File: src/rtl/fp_simd_dispatch_pkg.sv
// fp_simd_dispatch_pkg: lane geometry, opcodes and FSM states shared by the dispatcher and the SIMD unit
package fp_simd_dispatch_pkg;
  localparam int LANES = 4;
  localparam int FP_W = 22;
  localparam int VW = LANES * FP_W;
  localparam logic [2:0] OP_ADD = 3'd0;
  localparam logic [2:0] OP_SUB = 3'd1;
  localparam logic [2:0] OP_MUL = 3'd2;
  localparam logic [2:0] OP_RCP = 3'd3;
  localparam logic [2:0] OP_RED_ADD = 3'd4;
  localparam logic [2:0] OP_RED_MUL = 3'd5;
  localparam logic [2:0] OP_LAST = OP_RED_MUL;
  typedef enum logic [1:0] {S_IDLE, S_ISSUE, S_WAIT} state_t;
endpackage

File: src/rtl/fp_simd_dispatch_fifo.sv
// fp_simd_dispatch_fifo: DEPTH-entry command FIFO (DEPTH a power of 2), head always visible on dout
//   push/din  : write side, caller guarantees !full
//   pop/dout  : read side, dout is the head entry, caller guarantees !empty
//   full/empty/level : occupancy status, level in 0..DEPTH
module fp_simd_dispatch_fifo #(
  parameter int DEPTH = 4,
  parameter int W = 8
) (
  input  logic                       clk,
  input  logic                       rst_n,
  input  logic                       push,
  input  logic [W-1:0]               din,
  input  logic                       pop,
  output logic [W-1:0]               dout,
  output logic                       full,
  output logic                       empty,
  output logic [$clog2(DEPTH):0]     level
);
  localparam int AW = $clog2(DEPTH);
  logic [W-1:0] mem [DEPTH];
  logic [AW-1:0] wp, rp;
  assign dout = mem[rp];
  assign full = level == (AW+1)'(DEPTH);
  assign empty = level == '0;
  always_ff @(posedge clk)
    if (push) mem[wp] <= din;
  always_ff @(posedge clk or negedge rst_n)
    if (!rst_n) begin
      wp <= '0;
      rp <= '0;
      level <= '0;
    end else begin
      if (push) wp <= wp + 1'b1;
      if (pop) rp <= rp + 1'b1;
      level <= level + (AW+1)'(push) - (AW+1)'(pop);
    end
endmodule

File: src/rtl/fp_simd_dispatch.sv
// fp_simd_dispatch: command queue + issue sequencer in front of the 4-lane FP SIMD unit
//   s_valid/s_ready/s_opcode/s_in1/s_in2 : command input (s_ready = FIFO not full)
//   m_valid/m_ready/m_result/m_err       : single-slot result output, m_err marks timeout or illegal opcode
//   simd_en/simd_opcode/simd_in1/2       : issue pulse and operands held for the whole operation
//   simd_busy/simd_valid/simd_result     : SIMD status and result
//   o_level/o_idle                       : FIFO occupancy, fully idle flag
//   FP_DISPATCH_TAG_EN adds s_tag/m_tag, carried through the FIFO and returned with each result
module fp_simd_dispatch
  import fp_simd_dispatch_pkg::*;
#(
  parameter int DEPTH = 4,
  parameter int TIMEOUT = 16
`ifdef FP_DISPATCH_TAG_EN
  , parameter int TAG_W = 4
`endif
) (
  input  logic                       clk,
  input  logic                       rst_n,
  input  logic                       s_valid,
  output logic                       s_ready,
  input  logic [2:0]                 s_opcode,
  input  logic [VW-1:0]              s_in1,
  input  logic [VW-1:0]              s_in2,
`ifdef FP_DISPATCH_TAG_EN
  input  logic [TAG_W-1:0]           s_tag,
  output logic [TAG_W-1:0]           m_tag,
`endif
  output logic                       m_valid,
  input  logic                       m_ready,
  output logic [VW-1:0]              m_result,
  output logic                       m_err,
  output logic                       simd_en,
  output logic [2:0]                 simd_opcode,
  output logic [VW-1:0]              simd_in1,
  output logic [VW-1:0]              simd_in2,
  input  logic                       simd_busy,
  input  logic                       simd_valid,
  input  logic [VW-1:0]              simd_result,
  output logic [$clog2(DEPTH):0]     o_level,
  output logic                       o_idle
);
`ifdef FP_DISPATCH_TAG_EN
  localparam int CW = TAG_W + 3 + 2 * VW;
`else
  localparam int CW = 3 + 2 * VW;
`endif
  logic [CW-1:0] din, head;
  logic full, empty, go, bad;
  logic [2:0] h_op;
  logic [VW-1:0] h_in1, h_in2;
  logic [7:0] cnt;
  state_t state;
  assign din[2*VW+2:0] = {s_opcode, s_in1, s_in2};
  assign {h_op, h_in1, h_in2} = head[2*VW+2:0];
`ifdef FP_DISPATCH_TAG_EN
  logic [TAG_W-1:0] h_tag, cur_tag;
  assign din[CW-1 -: TAG_W] = s_tag;
  assign h_tag = head[CW-1 -: TAG_W];
`endif
  assign s_ready = !full;
  // the head leaves the FIFO only when its result will have a free slot to land in
  assign go = state == S_IDLE && !empty && !simd_busy && (!m_valid || m_ready);
  assign bad = h_op > OP_LAST;
  assign o_idle = empty && state == S_IDLE && !m_valid;
  fp_simd_dispatch_fifo #(.DEPTH(DEPTH), .W(CW)) u_fifo (
    .clk(clk),
    .rst_n(rst_n),
    .push(s_valid && s_ready),
    .din(din),
    .pop(go),
    .dout(head),
    .full(full),
    .empty(empty),
    .level(o_level)
  );
  always_ff @(posedge clk or negedge rst_n)
    if (!rst_n) begin
      state <= S_IDLE;
      cnt <= '0;
      simd_en <= 1'b0;
      simd_opcode <= '0;
      simd_in1 <= '0;
      simd_in2 <= '0;
      m_valid <= 1'b0;
      m_result <= '0;
      m_err <= 1'b0;
`ifdef FP_DISPATCH_TAG_EN
      cur_tag <= '0;
      m_tag <= '0;
`endif
    end else begin
      if (m_ready) m_valid <= 1'b0;
      case (state)
        S_IDLE:
          if (go && bad) begin
            m_valid <= 1'b1;
            m_result <= '0;
            m_err <= 1'b1;
`ifdef FP_DISPATCH_TAG_EN
            m_tag <= h_tag;
`endif
          end else if (go) begin
            state <= S_ISSUE;
            simd_en <= 1'b1;
            simd_opcode <= h_op;
            simd_in1 <= h_in1;
            simd_in2 <= h_in2;
`ifdef FP_DISPATCH_TAG_EN
            cur_tag <= h_tag;
`endif
          end
        S_ISSUE: begin
          state <= S_WAIT;
          simd_en <= 1'b0;
          cnt <= '0;
        end
        S_WAIT:
          // a result arriving on the last watchdog cycle still counts as success
          if (simd_valid || cnt == 8'(TIMEOUT - 1)) begin
            state <= S_IDLE;
            m_valid <= 1'b1;
            m_result <= simd_valid ? simd_result : '0;
            m_err <= !simd_valid;
`ifdef FP_DISPATCH_TAG_EN
            m_tag <= cur_tag;
`endif
          end else cnt <= cnt + 1'b1;
        default: state <= S_IDLE;
      endcase
    end
endmodule

File: config.mk
export PLATFORM = sky130hd
export DESIGN_NAME = fp_simd_dispatch
export DESIGN_NICKNAME = d
export VERILOG_FILES = /design/src/rtl/fp_simd_dispatch_pkg.sv /design/src/rtl/fp_simd_dispatch_fifo.sv /design/src/rtl/fp_simd_dispatch.sv
export SDC_FILE = /design/constraint.sdc
export NUM_CORES = 1
export LEC_CHECK = 0
export BUFFER_PORTS_ARGS = -buffer_cell sky130_fd_sc_hd__clkbuf_2
export CAP_MARGIN = 40
export CORE_MARGIN = 2
export CORE_UTILIZATION = 30
export DETAILED_ROUTE_END_ITERATION = 16
export HOLD_SLACK_MARGIN = 0.03
export PLACE_DENSITY = 0.55
export SLEW_MARGIN = 20
export SYNTH_ARGS = -nofsm -noshare
export SYNTH_HDL_FRONTEND = slang
export SYNTH_SLANG_ARGS = --single-unit
File: constraint.sdc
create_clock -name clk -period 4.9 [get_ports clk]
set_clock_uncertainty 0.05 [all_clocks]
set_input_delay 0.98 -clock clk [delete_from_list [all_inputs] [get_ports clk]]
set_output_delay 0.98 -clock clk [all_outputs]
set_load 0.05 [all_outputs]
==> metrics, run 1 <==
asr flop ratio synth 28.6%; crit-path cells or2_0 -> or4_1 -> a21oi_4 -> buf_12 -> mux2_1; synthesized cell area 36600 sq um; crit end category register; row count 128; Distinct cells, synth 42; vias per cell 4.63; largest fanout on the critical path 103; clock buffer count from CTS 107; H-tree depth 3; DR iter-0 viols 1126; Hold Buf Count CTS 0; crit path max-delay cell type or4_1; Max Clk Rate 336 MHz; placed cells 3735; clock buffer depth 3; M1 WL 32700 microns; register area 28700 sq um; Synth-to-Final Area Change 23.2%; first-pass GRT wire length 128000 microns; fillers 11.3k; Worst-Margin Slew 0.926 ns; crit path kind reg2reg; Final Hold Viols 0; total wire length 85300 microns; Clock Latency Late Sink 0.71 ns; clock root cell clkbuf_16; Nets 2502; most common cell after layout, fill and taps aside edfxtp_1; Switching Fraction 37.8%; max capacitance violation total 0; count of input and output buffers 547; number of synthesized flops with an enable pin 716; fin. max-slew vios 0; peak supply drop 0.538 mV; Hold Path Class in2async; Non-Filler Instances 3945; DR pass1 iterations 7; total clock sinks 1003; Synth Instances 1624; Multi-input gate area 7470 sq um; CP bufs+invs 1; routability cong. 0.776; DR top layer met5; vias 18.3k; Syn Nets 1905; HPWL after DPL 50900 microns; initial core utilization 30.1%; clock network power share 24.6%; combinational share of power 36.4%; internal power 20.3 mW; outcome completed; Worst-path clk slew 0.06 ns; Final TNS setup 0 ns; post-route minimum period 2.97 ns; Die X 353 microns; total grt overflow 0; most frequent cells in the layout edfxtp_1, clkbuf_2, dfrtp_1, mux4_2, clkbuf_16; TritonCTS clock tree built; Slew Limit Headroom 38.2%; CTS resizes 0; final setup fails 0; ANT nets after route 0; Seq cells post-synth 1003; postcts setup bufs 0; GRT Overall Usage 13.7%; crit-path leading delay family simple AND/OR/NAND/NOR gates; largest net degree at the start of global routing 104; DRC Markers 0; sequential share of power 39.1%; Core Footprint 121000 sq um; initial antenna violation count 21; vias in the first global route 20.1k; die area 125000 sq um; die height 353 microns; worst path arrival time 3.51 ns; Critical Path Source Type register; slowest cell delay on critical path 0.72 ns; wire length on met3 6190 microns; syn_area_per_cell 22.5 sq um; cell leakage power 16.7 nW; I/O Pins 548; NetSw 12.3 mW; CP required 5.44 ns; Seq/Total Area, Yosys 78.4%; fin crit share 60.7%; met2 WL 44100 microns; layout cells sized above 1 43.4%; RSZ-0062 raised after global routing no; ys flop type edfxtp_1; yosys warns 0; wire per inst 21.6 microns; power density cells 723 nW/um^2
==> power by group through the flow <==
stage	registers, mW	logic [mW]	clock network, mW
finish	12.7	11.9	8.01
CTS	12.8	12.1	8.29
detailed placement	12.9	12.1	0
global placement	12.8	11.9	0
floorplan	16.7	4.81	0
global route	13.0	12.5	8.64
==> path summary, 6_finish.rpt <==
kind / to / depth (start not counted) / slack, ns / start
setup / recovery: simd_in2[81] / 5 / 1.93 / state[0]
hold / removal: simd_in1[60] / 1 / 0.28 / rst_n
setup reg to reg: simd_in2[81] / 5 / 1.93 / state[0]
hold reg to reg: simd_in2[54] / 1 / 0.43 / simd_in2[54]
max in group asynchronous: m_result[81] / 2 / 3.41 / rst_n
min in group clk: u_fifo.mem[0][10] / 1 / 0.42 / s_in2[10]
==> final cells by class <==
type,count,area share (%)
repair buffers,580,7.31
flip-flops and latches,1003,63.7
diodes,4,0.0222
clock inverters,51,1.06
multi-input cells,519,16.6
inverters,10,0.0833
clock buffers,153,6.79
well taps,1625,4.51
==> sequential cells by signal (all words and copies together) (netlist names) <==
register	count
u_fifo.mem	716
m_result	88
simd_in1	88
simd_in2	88
cnt	8
simd_opcode	3
u_fifo.level	3
state	2
u_fifo.rp	2
u_fifo.wp	2
m_err	1
m_valid	1
simd_en	1
==> metrics by stage <==
| step | utilization [%] | total power [mW] | hold WS (ns) | setup slack [ns] | area [sq um] |
|---|---|---|---|---|---|
| 2_1_floorplan | - | 21.5 | 0.406 | 0.932 | 36600 |
| 3_3_place_gp | 34.1 | 24.7 | 0.417 | 1.46 | 41400 |
| 3_5_place_dp | 34.2 | 25.0 | 0.425 | 1.41 | 41500 |
| 4_1_cts | 37.1 | 33.2 | 0.257 | 1.74 | 45000 |
| 5_1_grt | 37.1 | 34.2 | 0.275 | 1.63 | 45100 |
| 6_report | 37.1 | 32.6 | 0.275 | 1.93 | 45100 |
==> cells in the mapped netlist (all sizes together) (2+ instances only) <==
cell    count  area share (%)
o22a        2           0.048
nand3       3           0.041
buf        44            0.62
xnor2       4           0.096
dfrtp     287              20
and3        7            0.12
mux4      179              11
ha          7            0.24
nor4        2           0.034
mux2i       5            0.14
mux2      178             5.5
a21oi       5           0.099
edfxtp    716              59
and2        2           0.034
clkbuf     48            0.52
nand2      10            0.10
inv        10            0.10
a32o       88             2.4
a21o        2           0.041
nand3b      2           0.041
nor2        7           0.072
==> routing by layer <==
layer  vias up  global-route usage (%)
li1       7897                       -
met3       157                    4.97
met5         -                       0
met1      9712                    15.7
met2       484                    23.6
met4        32                    4.46
==> kinds of logic after synthesis <==
group	count (synthesis)	share of synthesized area (%)
flops	1003	78.4
mux	362	16.6
compound gates	103	2.71
buf+inv	102	1.24
simple gates	41	0.592
fa+ha+maj	8	0.294
xor+xnor	5	0.120
No activity file was read; power rests on OpenSTA's default activity.
==> inputs of run 2 (changes only) <==
ABC_AREA = 1   (was unset)
clock period = 2.6 ns   (was 4.9 ns; I/O delays follow)
==> run 2 against run 1 <==
Net effect:
- sequential power up 86%
- final area is 8.7% higher
- area after synthesis rose by 2.7%
- utilization rose by 2.4 points
- clock power up 91%
- critical endpoint is now o_idle
- critical path depth is 1 lower
- sequential cell count unchanged
- global-route usage up 2.2 points
==> metrics, run 2 <==
outcome completed; vias per cell 4.60; layout cells sized above 1 21.0%; Clock Latency Late Sink 0.73 ns; TritonCTS clock tree built; die height 358 microns; Switching Fraction 42.3%; largest net degree at the start of global routing 142; Synth Instances 3007; total grt overflow 0; synthesized cell area 37600 sq um; most common cell after layout, fill and taps aside nand2_1; register with the most flip-flops u_fifo.mem; Worst-path clk slew 0.06 ns; slowest cell delay on critical path 0.44 ns; DRC Markers 0; top cell type's share of synthesized area 57.2%; max capacitance violation total 0; CP required 2.03 ns; fillers 11.8k; initial antenna violation count 9; asr flop ratio synth 28.6%; worst path arrival time 1.89 ns; Multi-input gate area 8000 sq um; Hold Path Class in2reg; ys flop type edfxtp_1; NetSw 27.1 mW; DR iter-0 viols 1524; post-route minimum period 2.46 ns; reg2reg setup slack 0.35 ns; most frequent cells in the layout nand2_1, edfxtp_1, clkbuf_2, nor2_1, o21ai_0; Worst-Margin Slew 0.864 ns; dpl ws 0.364 ns; Die X 358 microns; yosys warns 0; die area 128000 sq um; Syn Nets 3288; crit end category output port; Seq/Total Area, Yosys 76.3%; fin. max-slew vios 0; clock buffer count from CTS 106; most frequent cell after synthesis nand2_1; Final Hold Viols 0; area post-placement 42700 sq um; total clock sinks 1003; clock root cell clkbuf_16; syn_area_per_cell 12.5 sq um; H-tree depth 3; cell leakage power 19.9 nW; initial core utilization 30.3%; Slew Limit Headroom 42.4%; Hold Slack 0.107 ns; Seq cells post-synth 1003; number of synthesized flops with an enable pin 716; Final Instance Area 49000 sq um; Max Clk Rate 407 MHz; peak supply drop 0.712 mV; clock network power share 23.8%; internal power 36.9 mW; HPWL after DPL 64000 microns; sequential share of power 36.9%; power density cells 1310 nW/um^2; combinational share of power 39.3%; Core Footprint 124000 sq um; fin crit share 94.5%; Distinct cells, synth 31; register area 28700 sq um; most instantiated cells after synthesis nand2_1, edfxtp_1, nor2_1; first-pass GRT wire length 155000 microns; DR pass1 iterations 5; largest fanout on the critical path 4; Critical Path Source Type register; crit path max-delay cell type dfrtp_2; I/O Pins 548; crit path kind reg2out; max reg flops 716; total power 64.1 mW; RSZ-0062 raised after global routing no; dominant cell type by area after synthesis edfxtp_1; Nets 4115; total wire length 104000 microns; ANT nets after route 0; clock buffer depth 3; count of input and output buffers 547; fin worst setup slack 0.144 ns; synth top area cells edfxtp_1, dfrtp_1, nand2_1; vias 25.6k; vias in the first global route 25.4k; Final TNS setup 0 ns; crit-path cells nor3_2 -> nand2_1 -> nor2_1 -> clkbuf_4; Synth-to-Final Area Change 30.4%; routability cong. 0.764; row count 129; final setup fails 0; GRT Overall Usage 15.9%; wire per inst 18.7 microns
==> run 2: changes by cell type after synthesis, sizes merged, moves of 68 or more <==
cell | before | now
nand2 | 10 | 752
nor2 | 7 | 371
o21ai | 1 | 359
mux4 | 179 | 0
o22ai | 0 | 179
mux2 | 178 | 0
nand3 | 3 | 103
a32o | 88 | 0
clkbuf | 48 | 116
==> run 2: cell families after synthesis <==
logic type                 share of synthesized area, %
and+or+nand+nor                                    12.8
DFF                                                76.3
AOI/OAI and AO/OA                                  7.81
buffers and inverters                              2.62
adders and majority gates                         0.286
xor gates and xnor gates                          0.163
==> run 2: power by group through the flow <==
stage | registers, mW | logic [mW] | clock network [mW]
2_1_floorplan | 30.8 | 10.2 | 0
3_3_place_gp | 23.9 | 25.1 | 0
3_5_place_dp | 23.9 | 25.2 | 0
4_1_cts | 23.7 | 25.6 | 15.7
5_1_grt | 24.0 | 27.4 | 16.3
6_report | 23.6 | 25.2 | 15.3
==> run 2: per-layer routing <==
| layer | up-vias | wire length (microns) | share of wire, % | track usage [%] |
|---|---|---|---|---|
| met2 | 672 | 51400 | 49 | 27.1 |
| met1 | 12600 | 43600 | 42 | 19.7 |
| met4 | 4 | 2980 | 2.9 | 5.92 |
| met5 | - | 27 | 0.026 | 0 |
| li1 | 12200 | - | - | - |
| met3 | 139 | 6360 | 6.1 | 3.41 |
==> run 2: critical path, delay by kind of cell, from the launching register on <==
kind / cells / cell delay [ns]
flip-flops: 1 / 0.44
AND/OR/NAND/NOR: 3 / 0.48
buffers and inverters: 1 / 0.24
==> run 2: path summary, 6_finish.rpt <==
| check | startpoint | end | cells after the start |
|---|---|---|---|
| worst max-delay path | u_fifo.level[0] | o_idle | 4 |
| worst min-delay path | s_valid | u_fifo.wp[0] | 3 |
| worst max register to register | u_fifo.rp[1] | simd_in1[34] | 8 |
| worst min register to register | simd_in2[55] | simd_in2[55] | 2 |
| max in group asynchronous | rst_n | simd_in1[32] | 3 |
| min in group asynchronous | rst_n | m_result[16] | 2 |
==> run 2: cell type report <==
cell class	instances	share of cell area (%)
antenna	7	0.0358
clock buffer	151	6.13
clock inverter	51	1.13
inverter	34	0.296
multi-input combinational	1787	16.3
sequential	1003	58.6
tap	1637	4.18
timing repair buffer	902	13.3
==> run 2: through the flow <==
stage / util (%) / cells
floorplan: - / 3007
global placement: 34.5 / 5097
detailed placement: 34.5 / 5097
CTS: 39.5 / 5565
global route: 39.5 / 5571
finish: 39.5 / 5572
==> run 2: repair_timing <==
item                                   in CTS  in global routing
setup endpoints to repair                   0                  1
endpoints found under the hold margin     846                  0
hold buffers                              266                  0
gates resized for setup                     0                  2
buffers inserted                            0                  0
==> inputs of run 3 (changes only) <==
CORE_UTILIZATION = 40   (was 30)
PLACE_DENSITY = 0.68   (was 0.55)
==> run 3 against run 2 <==
Net effect:
- non-clock buffer count decreased by 17
- sequential cell count unchanged
- combinational power about the same
- register-to-register slack improved by 0.13 ns
- critical endpoint unchanged
==> metrics, run 3 (synthesized netlist as in run 2, its figures left out) <==
fin worst setup slack 0.170 ns; DR pass1 iterations 6; first-pass GRT wire length 148000 microns; final setup fails 0; register with the most flip-flops u_fifo.mem; wire per inst 19.4 microns; clock root cell clkbuf_16; cell leakage power 19.7 nW; DRC Markers 0; Critical Path Source Type register; initial core utilization 40.3%; I/O Pins 548; vias 26.1k; Die X 310 microns; row count 112; crit end category output port; Synth-to-Final Area Change 28.2%; Hold Slack 0.108 ns; Hold Path Class in2reg; Final Hold Viols 0; count of input and output buffers 547; TritonCTS clock tree built; vias per cell 5.05; initial antenna violation count 12; clock buffer count from CTS 103; fin crit share 93.5%; max capacitance violation total 0; Worst-path clk slew 0.06 ns; vias in the first global route 25.9k; dpl ws 0.392 ns; DR iter-0 viols 2103; CP required 2.03 ns; most common cell after layout, fill and taps aside nand2_1; routability cong. 0.787; die area 96400 sq um; crit path max-delay cell type dfrtp_2; outcome completed; slowest cell delay on critical path 0.45 ns; total clock sinks 1003; Max Clk Rate 411 MHz; largest fanout on the critical path 4; RSZ-0062 raised after global routing no; HPWL after DPL 59600 microns; Final Instance Area 48200 sq um; worst path arrival time 1.86 ns; Nets 4095; post-route minimum period 2.43 ns; post-layout util 51.7%; largest net degree at the start of global routing 167; Final TNS setup 0 ns; Worst-Margin Slew 0.854 ns; postcts setup bufs 0; die height 310 microns; Core Footprint 93200 sq um; crit-path cells nor3_2 -> nand2_1 -> nor2_1 -> clkbuf_2; Slew Limit Headroom 43.1%; crit path kind reg2out; GRT Overall Usage 20.1%; max reg flops 716; layout cells sized above 1 20.6%; power density cells 1310 nW/um^2; fin. max-slew vios 0; most frequent cells in the layout nand2_1, edfxtp_1, clkbuf_2, nor2_1, o21ai_0; H-tree depth 3; area post-placement 42300 sq um; total grt overflow 0; peak supply drop 1.13 mV; clock buffer depth 3; ANT nets after route 0; total wire length 100000 microns; Clock Latency Late Sink 0.68 ns
[run 3: report_power, final]
| part | total, mW | switching, mW | leakage (nW) | internal, mW |
|---|---|---|---|---|
| registers | 23.7 | 1.89 | 10.2 | 21.8 |
| logic | 25.2 | 18.9 | 7.93 | 6.26 |
| clock network | 14.3 | 6.06 | 1.64 | 8.29 |
| total | 63.2 | 26.9 | 19.7 | 36.4 |
[run 3: through the flow]
| step | power, mW | std cells |
|---|---|---|
| after floorplan | 41.0 | 3007 |
| after global placement | 48.4 | 4707 |
| after detailed placement | 48.8 | 4707 |
| after CTS | 63.6 | 5158 |
| after global routing | 66.7 | 5168 |
| final | 63.2 | 5169 |
[run 3: path summary, 6_finish.rpt]
path	depth (start not counted)	from	endpoint	slack (ns)
min reg2reg	2	simd_in1[85]	simd_in1[85]	0.43
max	4	u_fifo.level[0]	o_idle	0.17
min	3	simd_result[85]	m_result[85]	0.11
min in group asynchronous	2	rst_n	m_result[33]	0.36
max reg2reg	7	u_fifo.rp[0]	simd_in1[69]	0.48
max in group asynchronous	3	rst_n	m_result[66]	1.35
[run 3: timing repair]
action,CTS,global route
gates resized for setup,0,0
hold buffers,256,0
endpoints found under the hold margin,844,0
[run 3: cell type report]
class / count / area [sq um]
Multi-Input combinational cell: 1787 / 8000
Timing Repair Buffer: 885 / 6410
Tap cell: 1254 / 1570
Clock buffer: 146 / 2900
Antenna cell: 11 / 27.5
Clock inverter: 49 / 435
Inverter: 34 / 143
Sequential cell: 1003 / 28700
Fill cell: 7733 / 45000
[run 3: metal layers]
layer	GRT usage, %	vias to the layer above	wire [microns]
li1	-	12200	-
met1	24.3	12900	39500
met2	34.7	864	50400
met3	4.08	186	6400
met4	9.23	4	3900
met5	0	-	24
[run 3: critical path, delay by kind of cell, from the launching register on]
kind                   cells  cell delay (ns)
and+or+nand+nor            3             0.46
DFF                        1             0.45
buffers and inverters      1             0.28
